===== config.mk =====
export PLATFORM = sky130hd
export DESIGN_NAME = mc_ctrl_fsm
export DESIGN_NICKNAME = d
export VERILOG_FILES = /design/src/rtl/mc_ctrl_fsm_pkg.sv /design/src/rtl/mc_perf_counters.sv /design/src/rtl/mc_ctrl_fsm.sv
export SDC_FILE = /design/constraint.sdc
export NUM_CORES = 1
export LEC_CHECK = 0
export ABC_AREA = 0
export BUFFER_PORTS_ARGS = -buffer_cell sky130_fd_sc_hd__buf_2
export CORE_UTILIZATION = 45
export DETAILED_ROUTE_END_ITERATION = 7
export PLACE_DENSITY = 0.76
export SKIP_LAST_GASP = 1
export SLEW_MARGIN = 30
export SYNTH_ARGS = -nofsm -noshare
export SYNTH_HDL_FRONTEND = slang
export SYNTH_HIERARCHICAL = 1
export SYNTH_SLANG_ARGS = --single-unit

===== constraint.sdc =====
create_clock -name clk -period 6.1 [get_ports clk]
set_input_delay 1.22 -clock clk [delete_from_list [all_inputs] [get_ports clk]]
set_output_delay 1.22 -clock clk [all_outputs]
set_load 0.05 [all_outputs]

===== src/rtl/mc_ctrl_fsm_pkg.sv =====
// Shared definitions for the multi-cycle RV32I control unit: opcodes,
// FSM state encoding and the datapath mux / ALU-control encodings.
package mc_ctrl_fsm_pkg;

    // RV32I major opcodes (IR[6:0])
    localparam logic [6:0] OPC_LUI    = 7'b0110111;
    localparam logic [6:0] OPC_AUIPC  = 7'b0010111;
    localparam logic [6:0] OPC_JAL    = 7'b1101111;
    localparam logic [6:0] OPC_JALR   = 7'b1100111;
    localparam logic [6:0] OPC_BRANCH = 7'b1100011;
    localparam logic [6:0] OPC_LOAD   = 7'b0000011;
    localparam logic [6:0] OPC_STORE  = 7'b0100011;
    localparam logic [6:0] OPC_OP_IMM = 7'b0010011;
    localparam logic [6:0] OPC_OP     = 7'b0110011;
    localparam logic [6:0] OPC_SYSTEM = 7'b1110011;

    // Controller states
    typedef enum logic [2:0] {
        S_IF   = 3'd0,
        S_ID   = 3'd1,
        S_EX   = 3'd2,
        S_MEM  = 3'd3,
        S_WB   = 3'd4,
        S_HALT = 3'd5
    } mc_state_t;

    // Register-file write-back source
    localparam logic [1:0] WB_ALUOUT = 2'd0;
    localparam logic [1:0] WB_MDR    = 2'd1;
    localparam logic [1:0] WB_PC     = 2'd2;

    // ALU operand A source
    localparam logic [1:0] A_OLD_PC = 2'd0;
    localparam logic [1:0] A_RS1    = 2'd1;
    localparam logic [1:0] A_PC     = 2'd2;

    // ALU operand B source
    localparam logic [1:0] B_RS2  = 2'd0;
    localparam logic [1:0] B_FOUR = 2'd1;
    localparam logic [1:0] B_IMM  = 2'd2;

    // ALU control request
    localparam logic [1:0] F_ADD    = 2'd0;
    localparam logic [1:0] F_DECODE = 2'd1;
    localparam logic [1:0] F_BRANCH = 2'd2;
    localparam logic [1:0] F_PASS_B = 2'd3;

endpackage


===== src/rtl/mc_perf_counters.sv =====
// Cycle and retired-instruction counters; both wrap modulo 2^CNT_W.
module mc_perf_counters
    import mc_ctrl_fsm_pkg::*;
#(
    parameter int CNT_W = 32
) (
    input  logic             clk,
    input  logic             reset,
    input  logic             count_en,
    input  logic             retire,
    output logic [CNT_W-1:0] cycle_cnt,
    output logic [CNT_W-1:0] instret_cnt
);

    // Count active cycles and retirements; cleared while reset is low.
    always_ff @(posedge clk or negedge reset) begin
        if (!reset) begin
            cycle_cnt   <= '0;
            instret_cnt <= '0;
        end else begin
            if (count_en) cycle_cnt   <= cycle_cnt + CNT_W'(1);
            if (retire)   instret_cnt <= instret_cnt + CNT_W'(1);
        end
    end

endmodule


===== src/rtl/mc_ctrl_fsm.sv =====
// Multi-cycle RV32I controller: sequences IF/ID/EX/MEM/WB over one shared
// memory port, drives datapath selects/enables, detects halt conditions.
//
// Memory handshake: mem_req is held high for the whole request; the request
// completes on the first cycle in which mem_ready is sampled high while
// mem_req is high. mem_ready while mem_req is low is ignored. mem_we and
// i_or_d are only meaningful while mem_req is high.
module mc_ctrl_fsm
    import mc_ctrl_fsm_pkg::*;
#(
    parameter int CNT_W       = 32,
    parameter int MEM_TIMEOUT = 64
) (
    input  logic             clk,
    input  logic             reset,
    input  logic [6:0]       opcode,
    input  logic             bcond,
    input  logic             ecall_halt,
    input  logic             mem_ready,
    output logic             mem_req,
    output logic             mem_we,
    output logic             i_or_d,
    output logic             ir_write,
    output logic             pc_write,
    output logic             pc_src,
    output logic             reg_write,
    output logic [1:0]       wb_sel,
    output logic [1:0]       alu_a_sel,
    output logic [1:0]       alu_b_sel,
    output logic [1:0]       alu_func,
    output logic             is_halted,
    output logic             illegal_inst,
    output logic             bus_error,
    output logic [CNT_W-1:0] cycle_cnt,
    output logic [CNT_W-1:0] instret_cnt,
    output mc_state_t        dbg_state
);

    localparam int TMO_W = $clog2(MEM_TIMEOUT + 1);

    mc_state_t        state_q, state_nxt;
    logic [TMO_W-1:0] tmo_cnt;
    logic             tmo_expire;
    logic             waiting;
    logic             retire;
    logic             set_illegal;
    logic             set_bus_err;
    logic             illegal_q;
    logic             bus_err_q;

    assign dbg_state    = state_q;
    assign illegal_inst = illegal_q;
    assign bus_error    = bus_err_q;
    // This waiting cycle is the MEM_TIMEOUT-th one of the current request.
    assign tmo_expire   = (tmo_cnt == TMO_W'(MEM_TIMEOUT - 1));

    // State register.
    always_ff @(posedge clk or negedge reset) begin
        if (!reset) state_q <= S_IF;
        else        state_q <= state_nxt;
    end

    // Wait counter: counts stalled request cycles, restarts whenever the
    // port is not stalled (so it is zero on every entry to IF or MEM).
    always_ff @(posedge clk or negedge reset) begin
        if (!reset)       tmo_cnt <= '0;
        else if (waiting) tmo_cnt <= tmo_cnt + TMO_W'(1);
        else              tmo_cnt <= '0;
    end

    // Sticky halt-cause flags.
    always_ff @(posedge clk or negedge reset) begin
        if (!reset) begin
            illegal_q <= 1'b0;
            bus_err_q <= 1'b0;
        end else begin
            if (set_illegal) illegal_q <= 1'b1;
            if (set_bus_err) bus_err_q <= 1'b1;
        end
    end

    // Next-state and control-output decode.
    always_comb begin
        state_nxt   = state_q;
        waiting     = 1'b0;
        retire      = 1'b0;
        set_illegal = 1'b0;
        set_bus_err = 1'b0;
        mem_req     = 1'b0;
        mem_we      = 1'b0;
        i_or_d      = 1'b0;
        ir_write    = 1'b0;
        pc_write    = 1'b0;
        pc_src      = 1'b0;
        reg_write   = 1'b0;
        wb_sel      = WB_ALUOUT;
        alu_a_sel   = A_OLD_PC;
        alu_b_sel   = B_RS2;
        alu_func    = F_ADD;
        is_halted   = 1'b0;

        case (state_q)
            S_IF: begin
                mem_req = 1'b1;
                i_or_d  = 1'b0;
                if (mem_ready) begin
                    // Latch IR/old_pc and advance PC <= PC + 4.
                    ir_write  = 1'b1;
                    pc_write  = 1'b1;
                    pc_src    = 1'b0;
                    alu_a_sel = A_PC;
                    alu_b_sel = B_FOUR;
                    alu_func  = F_ADD;
                    state_nxt = S_ID;
                end else begin
                    waiting = 1'b1;
                    if (tmo_expire) begin
                        set_bus_err = 1'b1;
                        state_nxt   = S_HALT;
                    end
                end
            end

            S_ID: begin
                // Speculatively compute old_pc + imm into ALUOut.
                alu_a_sel = A_OLD_PC;
                alu_b_sel = B_IMM;
                alu_func  = F_ADD;
                case (opcode)
                    OPC_AUIPC: state_nxt = S_WB;
                    OPC_SYSTEM: begin
                        retire    = 1'b1;
                        state_nxt = ecall_halt ? S_HALT : S_IF;
                    end
                    OPC_OP, OPC_OP_IMM, OPC_LUI, OPC_LOAD, OPC_STORE,
                    OPC_BRANCH, OPC_JAL, OPC_JALR: state_nxt = S_EX;
                    default: begin
                        set_illegal = 1'b1;
                        state_nxt   = S_HALT;
                    end
                endcase
            end

            S_EX: begin
                case (opcode)
                    OPC_OP: begin
                        alu_a_sel = A_RS1;
                        alu_b_sel = B_RS2;
                        alu_func  = F_DECODE;
                        state_nxt = S_WB;
                    end
                    OPC_OP_IMM: begin
                        alu_a_sel = A_RS1;
                        alu_b_sel = B_IMM;
                        alu_func  = F_DECODE;
                        state_nxt = S_WB;
                    end
                    OPC_LUI: begin
                        alu_b_sel = B_IMM;
                        alu_func  = F_PASS_B;
                        state_nxt = S_WB;
                    end
                    OPC_LOAD, OPC_STORE: begin
                        alu_a_sel = A_RS1;
                        alu_b_sel = B_IMM;
                        alu_func  = F_ADD;
                        state_nxt = S_MEM;
                    end
                    OPC_BRANCH: begin
                        // Target was precomputed into ALUOut during ID.
                        alu_a_sel = A_RS1;
                        alu_b_sel = B_RS2;
                        alu_func  = F_BRANCH;
                        pc_write  = bcond;
                        pc_src    = 1'b1;
                        retire    = 1'b1;
                        state_nxt = S_IF;
                    end
                    OPC_JAL: begin
                        pc_write  = 1'b1;
                        pc_src    = 1'b1;
                        reg_write = 1'b1;
                        wb_sel    = WB_PC;
                        retire    = 1'b1;
                        state_nxt = S_IF;
                    end
                    OPC_JALR: begin
                        // Datapath clears bit 0 of the ALU result.
                        alu_a_sel = A_RS1;
                        alu_b_sel = B_IMM;
                        alu_func  = F_ADD;
                        pc_write  = 1'b1;
                        pc_src    = 1'b0;
                        reg_write = 1'b1;
                        wb_sel    = WB_PC;
                        retire    = 1'b1;
                        state_nxt = S_IF;
                    end
                    default: begin
                        // IR changed under us; treat as an illegal opcode.
                        set_illegal = 1'b1;
                        state_nxt   = S_HALT;
                    end
                endcase
            end

            S_MEM: begin
                mem_req = 1'b1;
                i_or_d  = 1'b1;
                mem_we  = (opcode == OPC_STORE);
                if (mem_ready) begin
                    if (opcode == OPC_STORE) begin
                        retire    = 1'b1;
                        state_nxt = S_IF;
                    end else begin
                        state_nxt = S_WB;
                    end
                end else begin
                    waiting = 1'b1;
                    if (tmo_expire) begin
                        set_bus_err = 1'b1;
                        state_nxt   = S_HALT;
                    end
                end
            end

            S_WB: begin
                reg_write = 1'b1;
                wb_sel    = (opcode == OPC_LOAD) ? WB_MDR : WB_ALUOUT;
                retire    = 1'b1;
                state_nxt = S_IF;
            end

            S_HALT: begin
                is_halted = 1'b1;
            end

            default: state_nxt = S_IF;
        endcase

        // Hold every control output low while reset is asserted.
        if (!reset) begin
            mem_req   = 1'b0;
            mem_we    = 1'b0;
            i_or_d    = 1'b0;
            ir_write  = 1'b0;
            pc_write  = 1'b0;
            pc_src    = 1'b0;
            reg_write = 1'b0;
            wb_sel    = 2'd0;
            alu_a_sel = 2'd0;
            alu_b_sel = 2'd0;
            alu_func  = 2'd0;
            is_halted = 1'b0;
        end
    end

    mc_perf_counters #(
        .CNT_W (CNT_W)
    ) u_perf (
        .clk         (clk),
        .reset       (reset),
        .count_en    (state_q != S_HALT),
        .retire      (retire),
        .cycle_cnt   (cycle_cnt),
        .instret_cnt (instret_cnt)
    );

endmodule


==> results_dict.tcl, run 1 <==
set metrics [dict create \
    status "finished, final reports clean" \
    slowest_stage "o21ai_0" \
    stdcell_area_um2 4760 \
    grt_max_degree 61 \
    crit_arrival_ps 4160 \
    ir_drop_mv 0.319 \
    layout-drive-gt1-share_pct 26.8 \
    reg2reg_from "dbg_state[1]" \
    syn-num-nets 410 \
    cts_buffers 9 \
    leakagePower_nw 2.32 \
    drcViolationCount 0 \
    cp_top_family "simple AND/OR/NAND/NOR gates" \
    ant_nets 0 \
    cp.buffers_inverters 1 \
    core_region_area_um2 8680 \
    placement.io_buffers 96 \
    wire_per_inst_um 13.9 \
    timing.fmax_mhz 256 \
    cts.clk_slew.worst_paths_ps 90 \
    cpPeakStageDelay_ps 680 \
    p_per_area_nw_per_um2 338 \
    fp.dieW_um 96.4 \
    multi_input_area_um2 1970 \
    clock_latency_ps 340 \
    drt_wl_total_mm 8.36 \
    r2r_slack_ps 2810 \
    yosysWarnings 6 \
    mostFrequentLayoutCells "95 x buf_2, 76 x dfrtp_1, 40 x xnor2_1" \
    final_common_cell "buf_2" \
    die_area_um2 9290 \
    rsz0062_at_grt "false" \
    firstDrtPassIters 4 \
    route.vias.total 3225 \
    antenna_cells 0 \
    area_growth_syn_to_layout_pct 18.8 \
    worst_slack_ps 2200 \
    pin_count 97 \
    path_cells "buf_2 > nand3b_1 > a2111oi_0 > a21oi_1 > o21ai_0 > nand4_1 > or4_4 > nor4_1 > xor2_1" \
    overflow 0 \
    ys_types 55 \
    cts_resized 0 \
    crit_start "opcode[6]" \
    hp-start "u_perf/cycle_cnt[31]" \
    synth_area_per_cell_um2 10.1 \
    cp.required_ps 6360 \
    timing.rr.end "u_perf/instret_cnt[31]" \
    crit_path_start_kind "primary input" \
    timing.slew.headroom_pct 38.5 \
    grt_pass1_vias 2827 \
    final.period_utilization_pct 64.0 \
    fin_crit_ps 3900 \
    synth_area_um2 4010 \
    final.setup.tns_ps 0 \
    synth-seq-cells 76 \
    tightest_slew_ps 915 \
    fin_nets 502 \
    hpwl_mm 5.92 \
    cts_setup_buffers 0 \
    cap_viol_max_count 0 \
    p_total_mw 1.61 \
    cts_tree "built" \
    nFillCells 805 \
    path_class "in2reg" \
    cts_hold_buf 0 \
    synth-seq-area-share_pct 47.4 \
    seqCellArea_um2 1900 \
    cp_max_fo 20 \
    std_cell_rows 34 \
    hold_depth 1 \
    finalSetupViolations 0 \
    hold_end "u_perf/cycle_cnt[31]" \
    rr_worst_depth 8 \
    start_util_pct 46.2 \
    cts_sinks 76 \
    cts_max_path_buffers 2 \
    finClkSkew_ps 14.2 \
    hold_violations 0 \
    grt_pass1_wl_mm 13.1 \
    syn_inst 395 \
    place.gp.congestion 0.874 \
    htree_levels 3 \
    dr.first_iter.drc_count 90 \
    root_buffer "clkbuf_8" \
    slew_violations 0 \
    antenna_found_initial 0 \
    grt_util_all_layers_pct 18.2 \
    avgViaCountPerCell 5.38 \
    whs_ps 470 \
    dp_slack_ps 1890 \
    hold_class "reg2reg" \
    crit_path_end_kind "flip-flop" \
    die_height_um 96.4 \
    placed_area_um2 4530 \
]
==> flip-flops by register name, summed over array words and instances (netlist names) <==
signal and count:
illegal_inst 1, u_perf/cycle_cnt 32, tmo_cnt 7, dbg_state 3
bus_error 1, u_perf/instret_cnt 32
==> cells in the mapped netlist (all sizes together) <==
master   instances  area, um^2
o31ai            1        7.51
o311ai           1        8.76
buf             12        87.6
and2             2        12.5
nand2b           4        25.0
ha               3        37.5
dfrtp           76        1900
a2111oi          1        8.76
xor2            28         245
nor3b            2        15.0
or4              3        30.0
xnor2           40         350
nor4bb           1        10.0
inv             11        41.3
nor4            14         146
nand3b           1        7.51
nor2b            4        32.5
or2              1        6.26
a32o             1        10.0
and3             8        50.1
nand3           32         165
o2111a           1        11.3
o21a             2        15.0
a21oi            7        35.0
mux2             2        22.5
nand4b           1        8.76
a31oi            5        31.3
a21o             2        15.0
nand2           36         135
nand4           18         134
o22ai            3        18.8
nand4bb          1        11.3
or3              4        25.0
and4             5        45.0
o32a             1        10.0
clkbuf           4        16.3
nor3            19         100
nor2            31         116
o21ai            2        10.0
o41ai            1        8.76
a211oi           1        7.51
a311oi           1        15.0
nor4b            2        17.5
==> layer usage <==
layer  global-route usage, %  wire length [um]  vias to the layer above
met5                       0                 0                        -
met4                    6.86                57                        0
met3                    3.36               354                        4
met2                    28.7              3940                       86
met1                    24.9              4010                     1554
li1                        -                 -                     1581
==> logic make-up (layout without fill, tap and decap cells) <==
logic type | Yosys count | after routing | share of synthesized area (%)
mux | 2 | 2 | 0.562
buf+inv | 27 | 124 | 3.62
compound gates | 30 | 30 | 5.31
flops | 76 | 76 | 47.4
simple gates | 189 | 189 | 27.3
fa+ha+maj | 3 | 3 | 0.936
xor+xnor | 68 | 68 | 14.9
==> per-stage QoR <==
stage	utilization, %	cells
after CTS	54.8	600
after global routing	54.9	600
after global placement	52.2	584
after floorplan	-	395
final	54.9	600
after detailed placement	52.2	584
==> where the power goes <==
group	internal (mW)	switching, mW	total [mW]
combinational	0.148	0.376	0.524
sequential	0.559	0.0997	0.659
clock	0.243	0.185	0.428
total	0.950	0.661	1.61
==> how the worst max path moves through the flow <==
stage                                        end  slack [ps]  depth (start not counted)
after detailed placement  u_perf/instret_cnt[31]        1890                          9
after floorplan                           pc_src        1890                          3
after global placement    u_perf/instret_cnt[31]        1930                          9
final                     u_perf/instret_cnt[31]        2200                          9
after global routing      u_perf/instret_cnt[23]        1830                          9
after CTS                 u_perf/instret_cnt[26]        2250                          9
==> layout make-up <==
type	instances	area share, %
Multi-Input combinational cell	292	41.3
Sequential cell	76	39.9
Timing Repair Buffer	97	10.3
Clock buffer	11	2.97
Tap cell	108	2.84
Clock inverter	5	1.79
Inverter	11	0.867
Power figures use the tool's default switching activity.
==> inputs of run 2 (changes only) <==
==> constraint.sdc (replaced) <==
create_clock -name clk -period 4.05 [get_ports clk]
set_input_delay 0.81 -clock clk [delete_from_list [all_inputs] [get_ports clk]]
set_output_delay 0.81 -clock clk [all_outputs]
set_load 0.05 [all_outputs]
==> run 2 against run 1 <==
Against the previous run:
- via count rose by 2.0%
- worst hold slack got worse by 6.0 ps
- setup slack got worse by 1300 ps
- register-to-register slack got worse by 1700 ps
- combinational power rose by 53%
==> results_dict.tcl, run 2 (synthesized netlist as in run 1, its figures left out) <==
set metrics [dict create \
    status "finished, final reports clean" \
    overflow 0 \
    leakagePower_nw 2.32 \
    final.period_utilization_pct 77.7 \
    timing.slew.headroom_pct 40.4 \
    cts.clk_slew.worst_paths_ps 80 \
    cap_viol_max_count 0 \
    p_per_area_nw_per_um2 496 \
    core_region_area_um2 8680 \
    wire_per_inst_um 14.3 \
    antenna_cells 0 \
    layout-drive-gt1-share_pct 27.3 \
    cts_tree "built" \
    finClkSkew_ps 10.2 \
    rsz0062_at_grt "false" \
    slowest_stage "or4_4" \
    std_cell_rows 34 \
    fin_nets 504 \
    grt_pass1_wl_mm 13.6 \
    path_cells "buf_2 > nand3b_1 > a2111oi_0 > a21oi_1 > o21ai_0 > buf_4 > nand4_1 > or4_4 > nor4_1 > xor2_1" \
    antenna_found_initial 0 \
    slew_violations 0 \
    die_area_um2 9290 \
    crit_path_end_kind "flip-flop" \
    pin_count 97 \
    ant_nets 0 \
    place.gp.congestion 0.867 \
    cp_max_fo 20 \
    drt_wl_total_mm 8.61 \
    cts_resized 0 \
    grt_max_degree 47 \
    die_height_um 96.4 \
    ir_drop_mv 0.406 \
    hpwl_mm 6.04 \
    dr.first_iter.drc_count 111 \
    cts_max_path_buffers 2 \
    grt_pass1_vias 2891 \
    area_growth_syn_to_layout_pct 18.2 \
    htree_levels 3 \
    cp_top_family "simple AND/OR/NAND/NOR gates" \
    cpPeakStageDelay_ps 550 \
    route.vias.total 3289 \
    timing.fmax_mhz 318 \
    cts_setup_buffers 0 \
    grt_util_all_layers_pct 18.7 \
    fin_crit_ps 3150 \
    fp.dieW_um 96.4 \
    mostFrequentLayoutCells "95 x buf_2, 76 x dfrtp_1, 40 x xnor2_1" \
    placement.io_buffers 96 \
    crit_arrival_ps 3410 \
    start_util_pct 46.2 \
    finalSetupViolations 0 \
    cts_sinks 76 \
    utilization_pct 54.6 \
    final_common_cell "buf_2" \
    cts_hold_buf 0 \
    tightest_slew_ps 887 \
    crit_path_start_kind "primary input" \
    root_buffer "clkbuf_8" \
    cts_buffers 9 \
    hold_class "reg2reg" \
    top_regs "u_perf/cycle_cnt x32, u_perf/instret_cnt x32, tmo_cnt x7" \
    avgViaCountPerCell 5.46 \
    nFillCells 797 \
    path_class "in2reg" \
    cp.buffers_inverters 2 \
    firstDrtPassIters 4 \
    cp.required_ps 4320 \
    drcViolationCount 0 \
    hold_violations 0 \
    clock_latency_ps 350 \
    final.setup.tns_ps 0 \
]
[run 2: final cells by class]
| type | count | area (um^2) | area share [%] |
|---|---|---|---|
| multi-input cells | 292 | 1970 | 41.5 |
| flip-flops and latches | 76 | 1900 | 40.1 |
| repair buffers | 99 | 505 | 10.7 |
| well taps | 108 | 135 | 2.85 |
| clock buffers | 9 | 124 | 2.61 |
| clock inverters | 7 | 65.1 | 1.37 |
| inverters | 11 | 41.3 | 0.871 |
[run 2: worst paths after layout]
| path | from | endpoint | slack (ps) | depth (start not counted) |
|---|---|---|---|---|
| max in group asynchronous | reset | u_perf/instret_cnt[0] | 2600 | 3 |
| setup reg to reg | dbg_state[1] | u_perf/instret_cnt[31] | 1100 | 9 |
| setup / recovery | opcode[6] | u_perf/instret_cnt[31] | 900 | 10 |
| hold reg to reg | u_perf/instret_cnt[31] | u_perf/instret_cnt[31] | 460 | 1 |
| hold / removal | u_perf/instret_cnt[31] | u_perf/instret_cnt[31] | 460 | 1 |
| min in group asynchronous | reset | dbg_state[1] | 510 | 2 |
[run 2: metal layers]
metal  share of wire (%)  up-vias  global-route usage [%]  routed length, um
met5                   0        -                       0                  0
met4                 1.1        0                    7.23                 91
met3                 5.3       11                    3.76                457
met2                  48      109                    29.3               4100
met1                  46     1582                    25.6               3960
li1                    -     1587                       -                  -
[run 2: through the flow]
step | power, mW | std cells | hold slack (ps) | setup slack [ps] | cell area (um^2)
floorplan | 1.62 | 395 | 449 | 586 | 4010
global placement | 1.80 | 586 | 455 | 659 | 4550
detailed placement | 1.81 | 586 | 446 | 592 | 4550
CTS | 2.37 | 602 | 467 | 959 | 4730
global route | 2.49 | 602 | 506 | 604 | 4740
finish | 2.35 | 602 | 464 | 904 | 4740
[run 2: worst register-to-register path: stages (launching register included)]
cell	delay (ps)
dfrtp_1	670
nand2b_1	190
a2111oi_0	390
a21oi_1	70
o21ai_0	170
buf_4	190
nand4_1	130
or4_4	550
nor4_1	350
xor2_1	170
[run 2: power breakdown]
| part | internal [mW] | total [mW] | leakage (nW) | switching [mW] |
|---|---|---|---|---|
| Sequential | 0.842 | 0.993 | 1.01 | 0.151 |
| Combinational | 0.230 | 0.804 | 1.21 | 0.574 |
| Clock | 0.237 | 0.552 | 0.0943 | 0.315 |
| Total | 1.31 | 2.35 | 2.32 | 1.04 |
